`config.mk`:
```
export PLATFORM = sky130hd
export DESIGN_NAME = muldiv_hilo
export DESIGN_NICKNAME = d
export VERILOG_FILES = /design/src/rtl/muldiv_hilo.sv
export SDC_FILE = /design/constraint.sdc
export NUM_CORES = 1
export LEC_CHECK = 0
export ABC_AREA = 1
export CAP_MARGIN = 10
export CORE_MARGIN = 2
export CORE_UTILIZATION = 45
export CTS_CLUSTER_DIAMETER = 40
export CTS_CLUSTER_SIZE = 30
export DETAILED_ROUTE_END_ITERATION = 6
export PLACE_DENSITY_LB_ADDON = 0.25
export SYNTH_ARGS = -nofsm -noshare
export SYNTH_HDL_FRONTEND = slang
export SYNTH_SLANG_ARGS = --single-unit
```
`constraint.sdc`:
```
create_clock -name clk -period 9.5 [get_ports clk]
set_clock_uncertainty 0.15 [all_clocks]
set_input_delay 2.85 -clock clk [delete_from_list [all_inputs] [get_ports clk]]
set_output_delay 2.85 -clock clk [all_outputs]
set_load 0.01 [all_outputs]
```
`src/rtl/muldiv_hilo.sv`:
```
`timescale 1ns/1ps
// HI/LO register unit and sequencer for the iterative shift-add multiplier (long_imul).
// Optional build macro CPU_MULACC_EN adds MADD/MADDU/MSUB/MSUBU accumulation.
module muldiv_hilo #(
  parameter int unsigned WIDTH = 32
) (
  input  logic               clk,
  input  logic               rst,
  input  logic               op_valid,
  input  logic [3:0]         op_code,
  output logic               op_ready,
  input  logic [WIDTH-1:0]   rs_data,
  input  logic [WIDTH-1:0]   rt_data,
  output logic [WIDTH-1:0]   hi,
  output logic [WIDTH-1:0]   lo,
  output logic               busy,
  output logic               mul_start,
  output logic               mul_signd,
  output logic [WIDTH-1:0]   mul_multiplicand,
  output logic [WIDTH-1:0]   mul_multiplier,
  input  logic               mul_ready,
  input  logic [2*WIDTH-1:0] mul_product
);

  localparam logic [3:0] OP_MULT  = 4'd1;
  localparam logic [3:0] OP_MULTU = 4'd2;
  localparam logic [3:0] OP_MTHI  = 4'd3;
  localparam logic [3:0] OP_MTLO  = 4'd4;
`ifdef CPU_MULACC_EN
  localparam logic [3:0] OP_MADD  = 4'd5;
  localparam logic [3:0] OP_MADDU = 4'd6;
  localparam logic [3:0] OP_MSUB  = 4'd7;
  localparam logic [3:0] OP_MSUBU = 4'd8;
  localparam int unsigned PW      = 2 * WIDTH;
`endif

  typedef enum logic [1:0] {
    S_IDLE  = 2'd0,
    S_START = 2'd1,
    S_WAIT  = 2'd2,
    S_ACC   = 2'd3
  } state_t;

  state_t state;

`ifdef CPU_MULACC_EN
  logic [PW-1:0] acc_prod;
  logic          acc_op;
  logic          acc_sub;
`endif

  assign busy     = (state != S_IDLE);
  assign op_ready = ~busy;

  // Operands and sign mode stay frozen from accept until the product is captured.
  always_ff @(posedge clk or posedge rst) begin
    if (rst) begin
      state            <= S_IDLE;
      hi               <= '0;
      lo               <= '0;
      mul_start        <= 1'b0;
      mul_signd        <= 1'b0;
      mul_multiplicand <= '0;
      mul_multiplier   <= '0;
`ifdef CPU_MULACC_EN
      acc_prod         <= '0;
      acc_op           <= 1'b0;
      acc_sub          <= 1'b0;
`endif
    end else begin
      case (state)
        S_IDLE: begin
          if (op_valid) begin
            case (op_code)
              OP_MTHI: hi <= rs_data;
              OP_MTLO: lo <= rs_data;
              OP_MULT, OP_MULTU: begin
                mul_multiplicand <= rs_data;
                mul_multiplier   <= rt_data;
                mul_signd        <= (op_code == OP_MULT);
                mul_start        <= 1'b1;
                state            <= S_START;
`ifdef CPU_MULACC_EN
                acc_op           <= 1'b0;
                acc_sub          <= 1'b0;
`endif
              end
`ifdef CPU_MULACC_EN
              OP_MADD, OP_MADDU, OP_MSUB, OP_MSUBU: begin
                mul_multiplicand <= rs_data;
                mul_multiplier   <= rt_data;
                mul_signd        <= (op_code == OP_MADD) || (op_code == OP_MSUB);
                mul_start        <= 1'b1;
                state            <= S_START;
                acc_op           <= 1'b1;
                acc_sub          <= (op_code == OP_MSUB) || (op_code == OP_MSUBU);
              end
`endif
              default: ;
            endcase
          end
        end
        // mul_ready is deliberately not sampled here; the multiplier holds it low during start.
        S_START: begin
          mul_start <= 1'b0;
          state     <= S_WAIT;
        end
        S_WAIT: begin
          if (mul_ready) begin
`ifdef CPU_MULACC_EN
            if (acc_op) begin
              acc_prod <= mul_product;
              state    <= S_ACC;
            end else begin
              {hi, lo} <= mul_product;
              state    <= S_IDLE;
            end
`else
            {hi, lo} <= mul_product;
            state    <= S_IDLE;
`endif
          end
        end
`ifdef CPU_MULACC_EN
        S_ACC: begin
          {hi, lo} <= acc_sub ? ({hi, lo} - acc_prod) : ({hi, lo} + acc_prod);
          state    <= S_IDLE;
        end
`endif
        default: begin
          mul_start <= 1'b0;
          state     <= S_IDLE;
        end
      endcase
    end
  end

endmodule

```
### Word-level counts from Yosys, hierarchy flattened

Cells that the tools add are included.

| storage, ports and cells | value |
|---|---|
| register bits | 132 |
| output and inout port bits | 132 |

| operators by class | value |
|---|---|
| equality and inequality tests | 11 |
| multiplexer cells | 15 |
| bitwise logic cells | 2 |
| reduce and logical (&&, ||, !) cells | 9 |

Operators by type and width:

| operator | number |
|---|---|
| two-way mux 32 bit | 6 |
| one-hot mux 32 bit (2 select lines) | 2 |
| AND reduction 3 bit | 3 |
| equality test 4 x 2 -> 1 bit, second input constant | 2 |
| AND reduction 4 bit | 2 |
| two-way mux 2 bit | 3 |
| inequality test 2 x 1 -> 1 bit, second input constant | 3 |
| one-hot mux 2 bit (3 select lines) | 1 |
| equality test 4 x 1 -> 1 bit, second input constant | 1 |
| equality test 4 x 3 -> 1 bit, second input constant | 1 |
| inequality test 2 bit, second input constant | 2 |
| nonzero test 2 bit | 2 |
| equality test 2 x 1 -> 1 bit, second input constant | 1 |
| equality test 2 bit, second input constant | 1 |
| logical NOT 2 bit | 1 |
| two-way mux 1 bit | 2 |
| inverter 1 bit | 2 |
| one-hot mux 1 bit (2 select lines) | 1 |
| OR reduction 2 bit | 1 |

### Depth between registers and ports, before layout

Gate-level depths: netlist of the first run.

| logic depth | value |
|---|---|
| depth in word-level cells | 5 |
| mapped depth | 9 |
| depth with buffers taken out | 7 |

### Worst setup path before layout of the first run

Ideal clock, no wire load.

| timing | value |
|---|---|
| kind | in2reg |
| start point | input op_code[3] |
| end point | register mul_multiplicand[10] |
| library setup time | 0.117 ns |
| arrival time | 3.696 ns |
| data required time | 9.233 ns |
| slack | 5.537 ns |
| stages | 8 |
| buffers on the path | 2 |
| path through | nor2_1 -> nand3_1 -> inv_1 -> nand2_1 -> buf_2 -> clkbuf_1 -> nand2_1 -> nand2_1 |

| on the way | value |
|---|---|
| word-level cells in the longest chain between the ends | 3 |
| elaborated cells between the ends (all ways) | 4 |
| classes of those cells | eq/ne: 2; reduce/logical: 2 |

Ends and longest elaborated chain:

| item | RTL line | text |
|---|---|---|
| start, declared | 10 | `input logic [3:0] op_code,` |
| equality test 4 x 1 -> 1 bit / equality test 4 x 2 -> 1 bit (equally long branches) | 74 | `case (op_code)` |
| OR reduction 2 bit * | 74 |  |
| AND reduction 3 bit (no line) * | n/a |  |
| end signal, assigned | 78 | `mul_multiplicand <= rs_data;` |
| end, declared | 19 | `output logic [WIDTH-1:0] mul_multiplicand,` |

Every way passes the cells marked *; elsewhere a longest branch is shown, timed or not.
A chain may end at the register's enable or synchronous reset.

### Worst setup path in the final report of the first run

| timing | value |
|---|---|
| start point | input op_valid |
| end point | register lo[18] |

| on the way | value |
|---|---|
| word-level cells in the longest chain between the ends | 2 |

Ends and longest elaborated chain:

| item | RTL line | text |
|---|---|---|
| start, declared | 9 | `input logic op_valid,` |
| inequality test 2 bit (no line) | n/a |  |
| AND reduction 4 bit (no line) | n/a |  |
| end signal, assigned | 76 | `OP_MTLO: lo <= rs_data;` |
| end signal, assigned | 119 | `{hi, lo} <= mul_product;` |
| end, declared | 15 | `output logic [WIDTH-1:0] lo,` |

Every way passes these cells.

==> metrics, run 1 <==
run status complete, no violations; pre-CTS WS 3773 ps; Worst path depth 7; largest net degree at the start of global routing 68; antenna-violating nets left 0; final setup margin 4173 ps; Hold Startpoint hi[30]; FF-to-FF Start state[0]; Max Clock Freq 187.7 MHz; Post-synth EDFFs 0; number of vias per cell 4.847; Psw 1.012 mW; syn_area_per_cell 7.631 sq um; layout cells sized above 1 3.620%; cell taking the most area after synthesis dfrtp_1; Iter 0 DRT Violations 649; Post-DP HPWL 12910 um; launching element type of the critical path primary input; clock group share of total power 22.4%; Seq/Total Area, Yosys 57.03%; GRT overflow 0; measured slew at the worst slew-check pin 1158 ps; Logic pwr share 44.4%; initial core utilization 46.08%; Net Count, Synth 895; sw frac 35.54%; row count 41; total of warnings raised by yosys 0; R2R cell count 8; Max VDD drop 0.0002088 V; endpoint class of the critical path flip-flop; Die Span Y 117.5 um; first-pass GRT wire length 29880 um; Clock Path Buffers 2; Final GP Congestion 0.8278; Max-cap violations 0; Post-Route Setup TNS 0 ps; 1st-pass router iterations 5; endpoints failing hold 0; crit path from op_valid; Int Pwr 1.836 mW; post-CTS setup repair buffer count 0; Final period util 56.08%; CP Class in -> reg; total number of vias 5787; RSZ-0062 raised after global routing no; Die Width 117.5 um; total leakage power 4.643 nW; crit path cell chain clkdlybuf4s50_1, o21ai_0, nor2_4, buf_4, nand2_1, nand2_1, nand2_1; Critical Path Fanout Max 66; worst path bufs/invs 2; Root Buffer clkbuf_16; Yosys reg bits 132; cell count after synthesis 759; Port Buffers 267; CTS sink count 132; Core Region 12570 sq um; Crit-path slowest cell nand2_1; I/O pin cnt 268; wire per inst 15.44 um; Flop pwr share 33.1%; layout net count 1146; GRT Overall Usage 27.54%; worst skew pair latency 410 ps; DIE AREA 13790 sq um; CP required 9640 ps; slowest cell delay on critical path 870 ps; initial antenna violation count 0; Tmin final 5328 ps; Synth async-reset ratio 100.0%; hold depth 2; top post-synthesis cells by count 493 x nand2_1, 132 x dfrtp_1, 65 x nand3_1, 19 x clkbuf_1, 17 x buf_2; vias in the first global route 5580; Rel. slew slack 22.63%; top cells by area, synth dfrtp_1 57%, nand2_1 32%, nand3_1 5.6%; most frequent cell after synthesis nand2_1; Area Growth Syn to Fin 57.66%; DR DRC count 0; H-tree levels 4; synthesized area 5792 sq um; Num CTS Buffers 17; # setup viols final 0; final wirelength 18430 um; post-synth cell types 12; antenna cells 0; Worst-path clk slew 50 ps; Most used DFF post-synth dfrtp_1; fillers 1001; Worst Hold Class reg -> reg; cts repair resizes 0; final slew viol count 0; CTS tree done; cell family with most CP delay simple AND/OR/NAND/NOR gates; pwr dens 311.9 nW/um^2; Yosys top cell area share 57.03%; Arr. time, crit path 5470 ps; number of hold buffers added after CTS 0; crit-path most repeated cell nand2_1
-- sequential cells by signal, indices dropped and copies added (netlist names) --
name,cells
hi,32
lo,32
mul_multiplicand,32
mul_multiplier,32
mul_signd,1
mul_start,1
state,2
-- routing by layer --
metal	routed length, um	track usage, %
met5	0	0
met4	484	10.47
met3	1534	8.285
met2	8562	43.20
met1	7850	36.19
-- path summary, 6_finish.rpt --
kind,endpoint,slack (ps)
max,lo[18],4170
min,hi[30],320
max reg2reg,lo[18],5670
min reg2reg,hi[30],320
max in group asynchronous,lo[5],5210
min in group asynchronous,mul_multiplier[16],2740
-- cell type report --
cell class                 instances  area (sq um)  area share, %
inverter                          12         50.05         0.5481
multi-input combinational        573          2265          24.80
tap                              172         215.2          2.357
sequential                       132          3303          36.17
clock inverter                     4         70.07         0.7673
timing repair buffer             274          2725          29.84
clock buffer                      27         503.0          5.508
-- worst reg2reg max path: stages, from the launching register on --
cell	delay, ps
dfrtp_1	420
inv_1	80
nand2_1	840
nor2_1	220
nor2_4	130
buf_4	550
nand2_1	920
nand2_1	320
nand2_1	90
-- logic make-up after synthesis --
kind of cell / Yosys count / share of synthesized area (%)
buffers and inverters: 54 / 4.256
and+or+nand+nor: 571 / 38.54
AOI/OAI and AO/OA: 2 / 0.1727
DFF: 132 / 57.03
-- power groups by stage --
stage / Sequential [mW] / Combinational, mW / Clock, mW
2_1_floorplan: 1.05 / 0.464 / 0
3_3_place_gp: 0.941 / 1.24 / 0
3_5_place_dp: 0.946 / 1.27 / 0
4_1_cts: 0.943 / 1.27 / 0.648
5_1_grt: 0.975 / 1.38 / 0.675
6_report: 0.943 / 1.27 / 0.639
-- per-stage QoR --
step	hold slack, ps	total power, mW	cell area [sq um]	utilization (%)	std cells
after floorplan	309.1	1.514	5792	-	759
after global placement	302.8	2.185	8558	68.09	1163
after detailed placement	307.1	2.215	8558	68.09	1163
after CTS	320.6	2.865	9131	72.65	1194
after global routing	330.4	3.028	9131	72.65	1194
final	316.7	2.848	9131	72.65	1194
-- layout by cell type, fill, tap and decap left out --
cell type and instances:
a21oi_1 1, buf_4 7, bufinv_16 2, clkbuf_1 6, clkbuf_16 17, clkbuf_8 4, clkdlybuf4s50_1 267, clkinv_2 2
dfrtp_1 132, inv_1 11, inv_6 1, nand2_1 492, nand2_2 1, nand3_1 65, nand4_1 2, nor2_1 8
nor2_4 3, o21ai_0 1
Note: power is estimated with default switching activity, not from simulation.
==> inputs of run 2 (changes only) <==
--- a/config.mk
+++ b/config.mk
@@ -8,7 +8,7 @@
 export ABC_AREA = 1
 export CAP_MARGIN = 10
 export CORE_MARGIN = 2
-export CORE_UTILIZATION = 45
+export CORE_UTILIZATION = 38
 export CTS_CLUSTER_DIAMETER = 40
 export CTS_CLUSTER_SIZE = 30
 export DETAILED_ROUTE_END_ITERATION = 6
==> constraint.sdc (replaced) <==
create_clock -name clk -period 4.8 [get_ports clk]
set_clock_uncertainty 0.15 [all_clocks]
set_input_delay 1.44 -clock clk [delete_from_list [all_inputs] [get_ports clk]]
set_output_delay 1.44 -clock clk [all_outputs]
set_load 0.01 [all_outputs]
==> metrics, run 2 (synthesis gave the netlist of run 1 again) <==
worst skew pair latency 410 ps (about the same); slowest cell delay on critical path 610 ps (-260 ps); antenna-violating nets left 0 (unchanged); H-tree levels 4 (unchanged); R2R cell count 7 (-1); total leakage power 4.664 nW (+0.46%); Die Width 127.5 um (+8.5%); pwr dens 610.1 nW/um^2 (+96%); Worst-path clk slew 50 ps (about the same); endpoint class of the critical path output pin; vias in the first global route 5557 (-0.41%); antenna cells 0 (unchanged); Core Util, Final 61.15% (-12 points); Final period util 69.30%; Iter 0 DRT Violations 372 (-43%); DR DRC count 0 (unchanged); reg2reg setup slack 2560 ps (-3110 ps); Die Span Y 127.5 um (+8.5%); layout net count 1152 (+0.52%); layout cells sized above 1 4.284% (+0.66 points); Layout Cells excl Fill 1215 (+1.8%); Post-Route Setup TNS 0 ps (unchanged); row count 45 (+9.8%); Area Growth Syn to Fin 58.72%; Crit-path slowest cell clkdlybuf4s50_1; CTS tree done; Final GP Congestion 0.8187 (-1.1%); cts repair resizes 0 (unchanged); I/O pin cnt 268 (unchanged); launching element type of the critical path flip-flop; number of hold buffers added after CTS 0 (unchanged); crit path cell chain nor2_1, clkdlybuf4s50_1; measured slew at the worst slew-check pin 761.5 ps (-396.3 ps); CTS sink count 132 (unchanged); most frequent cells in the layout 492 x nand2_1, 267 x clkdlybuf4s50_1, 132 x dfrtp_1; # setup viols final 0 (unchanged); GRT Overall Usage 23.62% (-3.9 points); RSZ-0062 raised after global routing no; Max VDD drop 0.0002759 V (+32%); commonest non-fill, non-tap cell in the layout nand2_1; run status complete, no violations; Placed Instances 1185 (+1.9%); Worst Hold Class reg -> reg; Tmin final 3326 ps; Clock Path Buffers 2 (unchanged); Critical Path Fanout Max 4 (-94%); largest net degree at the start of global routing 74 (+8.8%); post-CTS setup repair buffer count 0 (unchanged); DIE AREA 16240 sq um (+18%); Arr. time, crit path 1740 ps (-3730 ps); endpoints failing hold 0 (unchanged); first-pass GRT wire length 29740 um (-0.48%); number of vias per cell 4.691 (-3.2%); Max-cap violations 0 (unchanged); Port Buffers 267 (unchanged); Post-DP HPWL 13380 um (+3.6%); total number of vias 5700 (-1.5%); 1st-pass router iterations 4 (-1); CP required 3210 ps (-6430 ps); final slew viol count 0 (unchanged); Max Clock Freq 300.6 MHz; Num CTS Buffers 17 (unchanged); wire per inst 15.53 um (+0.57%); initial antenna violation count 0 (unchanged); initial core utilization 38.53% (-7.6 points); Core Region 15030 sq um (+20%); final wirelength 18860 um (+2.3%); hold depth 2 (unchanged); CP Class reg -> out; Rel. slew slack 49.11% (+26 points); Root Buffer clkbuf_16; GRT overflow 0 (unchanged)
-- run 2: cell types whose count changed in the layout (fill, tap and decap cells not counted), sizes merged --
cell	previous run	this run
buf	7	13
bufinv	2	1
clkbuf	27	25
clkinv	2	4
clkinvlp	0	1
inv	12	11
-- run 2: final cells by class --
cell class / instances / area (sq um)
well taps: 188 / 235.2
flip-flops and latches: 132 / 3303
clock inverters: 5 / 50.05
clock buffers: 25 / 495.5
multi-input cells: 573 / 2265
repair buffers: 280 / 2795
fillers: 1368 / 5841
inverters: 12 / 48.80
-- run 2: critical path, delay by kind of cell, from the launching register on --
family	cells	cell delay [ps]
DFF	1	430
and+or+nand+nor	1	300
buffers and inverters	1	610
-- run 2: where the power goes --
part / leakage, nW / internal (mW) / total [mW] / switching (mW)
combinational: 2.73 / 1.24 / 2.54 / 1.30
sequential: 1.66 / 1.60 / 1.85 / 0.257
clock: 0.273 / 0.758 / 1.21 / 0.454
-- run 2: final timing paths --
kind,to,start
max,op_ready,state[0]
min,lo[25],lo[25]
max reg2reg,mul_multiplicand[27],state[0]
min reg2reg,lo[25],lo[25]
max in group asynchronous,lo[27],rst
min in group asynchronous,lo[5],rst
-- run 2: routing by layer --
layer / global-route usage [%] / wire, um / vias to the layer above
met5: 0 / 0 / -
met4: 9.244 / 513 / 0
met3: 6.072 / 1412 / 33
met1: 30.70 / 8103 / 2618
li1: - / - / 2833
met2: 38.00 / 8835 / 216
-- run 2: metrics by stage --
stage                     setup slack [ps]  cell area [sq um]  hold WS [ps]  total power, mW
after floorplan                       1573               5796         309.1            2.997
after global placement                1151               8647         302.1            4.382
after detailed placement              1097               8647         307.3            4.425
after CTS                             1444               9193         321.0            5.659
after global routing                  1356               9193         327.1            5.983
final                                 1474               9193         316.7            5.609
==> RTL change (config.mk and constraints of run 1) <==
Encoding of `state_t`: now one-hot (4 bits for 4 states).
--- a/src/rtl/muldiv_hilo.sv
+++ b/src/rtl/muldiv_hilo.sv
@@ -34,11 +34,11 @@
   localparam int unsigned PW      = 2 * WIDTH;
 `endif
 
-  typedef enum logic [1:0] {
-    S_IDLE  = 2'd0,
-    S_START = 2'd1,
-    S_WAIT  = 2'd2,
-    S_ACC   = 2'd3
+  typedef enum logic [3:0] {
+    S_IDLE  = 4'b0001,
+    S_START = 4'b0010,
+    S_WAIT  = 4'b0100,
+    S_ACC   = 4'b1000
   } state_t;
 
   state_t state;
Function: same outputs for any inputs over 4 cycles, from zero or initial values and one cycle with rst high; so few cycles prove little.
==> RTL change against run 1 <==
Sequential cell count increased by 1. Worst setup slack improved by 0.41 ns. Final cell count increased by 3.7%. Routed wire length increased by 6.8%. Cell area increased by 4.2%. Sequential power decreased by 1%. Core utilization decreased by 1.4 points. Power decreased by 5.5%. Area after synthesis increased by 7.4%. Critical endpoint is now op_ready. Largest power group unchanged.
==> RTL change: results (changes against run 1) <==
outcome: "finished clean"  # unchanged
cp_data_arrival_time_ns: 1.92  # was 5.47 ns
ys_warn_count: 0  # unchanged
grt_max_degree: 86  # was 68
cts_buffer_depth: 2  # unchanged
antenna_found_initial: 0  # unchanged
slowest_stage: "clkdlybuf4s50_1"  # was nand2_1
wl_um: 19700  # was 18400 µm
async_flop_share_pct: 100  # unchanged
fillCellCount: 1135  # was 1001
leakagePower_nw: 4.71  # was 4.64 nW
grtUsageTotal_pct: 28.0  # was 27.5%
hpwl_um: 13100  # was 12900 µm
slew_headroom_pct: 23.8  # was 22.6%
hold_class: "reg -> reg"  # unchanged
peakVddDrop_v: 0.000174  # was 0.000209 V
grt_pass1_wl_um: 32000  # was 29900 µm
root_buffer: "clkbuf_16"  # unchanged
htree_levels: 4  # unchanged
slowest_delay_ns: 0.62  # was 0.87 ns
worstPathMaxFanout: 5  # was 66
synth_area_leaders: "dfrtp_1 (53%), nand2_1 (26%), nand3_1 (5.7%), o21bai_1 (3.9%), inv_1 (2.4%)"  # was dfrtp_1 (57%), nand2_1 (32%), nand3_1 (5.6%), buf_2 (1.5%), clkbuf_1 (1.2%)
synth.distinct_cells: 19  # was 12
viasPerCell: 4.98  # was 4.85
muxShareOfSynthArea_pct: 0  # unchanged
gp_congestion: 0.849  # was 0.828
synth_common_cells: "nand2_1 (434), dfrtp_1 (132), nand3_1 (71), inv_1 (39), o21bai_1 (32)"  # was nand2_1 (493), dfrtp_1 (132), nand3_1 (65), clkbuf_1 (19), buf_2 (17)
n_antenna_cell: 0  # unchanged
port-buffer-count: 267  # unchanged
finalNetCount: 1185  # was 1146
insertion_delay_ns: 0.42
internal_power_w: 0.00180  # was 0.00184 W
synthAdderAreaFrac_pct: 0  # unchanged
synthXorXnorAreaFrac_pct: 0  # unchanged
grt_pass1_vias: 6199  # was 5580
drc: 0  # unchanged
synth-seq-area-share_pct: 53.5  # was 57.0%
drive_gt1_share_pct: 4.71  # was 3.62%
crit_family: "buffers and inverters"  # was simple AND/OR/NAND/NOR gates
syn-num-nets: 943  # was 895
drtPass1Iterations: 7  # was 5
drtIter0Drc: 510  # was 649
ys.flop_type: "dfrtp_1"  # unchanged
cts_setup_buffers: 0  # unchanged
synth-compound-area-share_pct: 6.52  # was 0.173%
-- RTL change: cell count changes in the layout (fill, tap and decap cells not counted), moves of 2 or more --
cell             run 1  this run
nand2_1            492       432
o21bai_1             0        32
inv_1               11        38
o21ai_0              1        28
nand3_1             65        71
o21ai_1              0         5
clkbuf_1             6         2
clkinv_2             2         6
nand2_2              1         4
nor2_1               8         5
inv_2                0         2
nand4_1              2         0
-- RTL change: power by group through the flow --
stage                     registers, W  clock network (W)  logic (W)
after global placement        0.000928                  0    0.00107
after global routing          0.000961           0.000713    0.00119
after CTS                     0.000932           0.000680    0.00110
final                         0.000934           0.000672    0.00109
after detailed placement      0.000935                  0    0.00109
after floorplan                0.00103                  0   0.000358
-- RTL change: cell families after synthesis --
kind of cell           count (synthesis)
and+or+nand+nor                      518
AOI/OAI and AO/OA                     65
buffers and inverters                 91
DFF                                  133
-- RTL change: area by class of cell --
class                   instances  area [µm²]  area share (%)
well taps                     176         220            2.31
inverters                      41         159            1.67
multi-input cells             583        2480            26.1
flip-flops and latches        133        3330            35.0
clock buffers                  22         474            4.98
repair buffers                273        2720            28.6
clock inverters                10         128            1.34
-- RTL change: metrics by stage --
stage          cells  hold WS, ns  util (%)  worst slack (ns)  cell area [µm²]
2_1_floorplan    807        0.355         -              2.95             6220
3_5_place_dp    1206        0.314      66.8              4.22             8910
4_1_cts         1238        0.330      71.3              4.56             9510
5_1_grt         1238        0.350      71.3              4.38             9510
3_3_place_gp    1206        0.306      66.8              4.26             8910
6_report        1238        0.325      71.3              4.58             9510
-- RTL change: worst paths after layout --
path / from / slack, ns / end / cells after the start
worst max-delay path: state[0]$_DFFE_PP1P_ / 4.58 / op_ready / 3
worst min-delay path: mul_multiplier[21]$_DFFE_PP0P_ / 0.32 / mul_multiplier[21]$_DFFE_PP0P_ / 2
worst max register to register: state[1]$_DFFE_PP0P_ / 6.04 / lo[25]$_DFFE_PP0P_ / 8
worst min register to register: mul_multiplier[21]$_DFFE_PP0P_ / 0.32 / mul_multiplier[21]$_DFFE_PP0P_ / 2
max in group asynchronous: rst / 5.20 / state[2]$_DFFE_PP0P_ / 3
min in group asynchronous: rst / 2.81 / mul_multiplier[30]$_DFFE_PP0P_ / 2
-- RTL change: metal layers --
metal  vias to the layer above  GRT usage (%)  part of all wire, %
met3                        21           8.10                  8.0
met1                      2903           36.1                   42
met5                         -              0                    0
met4                         0           8.19                  1.4
met2                       252           46.2                   49
li1                       2987              -                    -
-- RTL change: worst reg2reg max path, cell delays in order, from the launching register on --
cell and delay [ns]:
dfrtp_1 0.45, nor2_4 0.46, buf_4 0.53, nand2_1 0.15
nand2_1 0.16, nand2_2 0.44, nor2_4 0.81, nand2_1 0.14
nand2_1 0.11
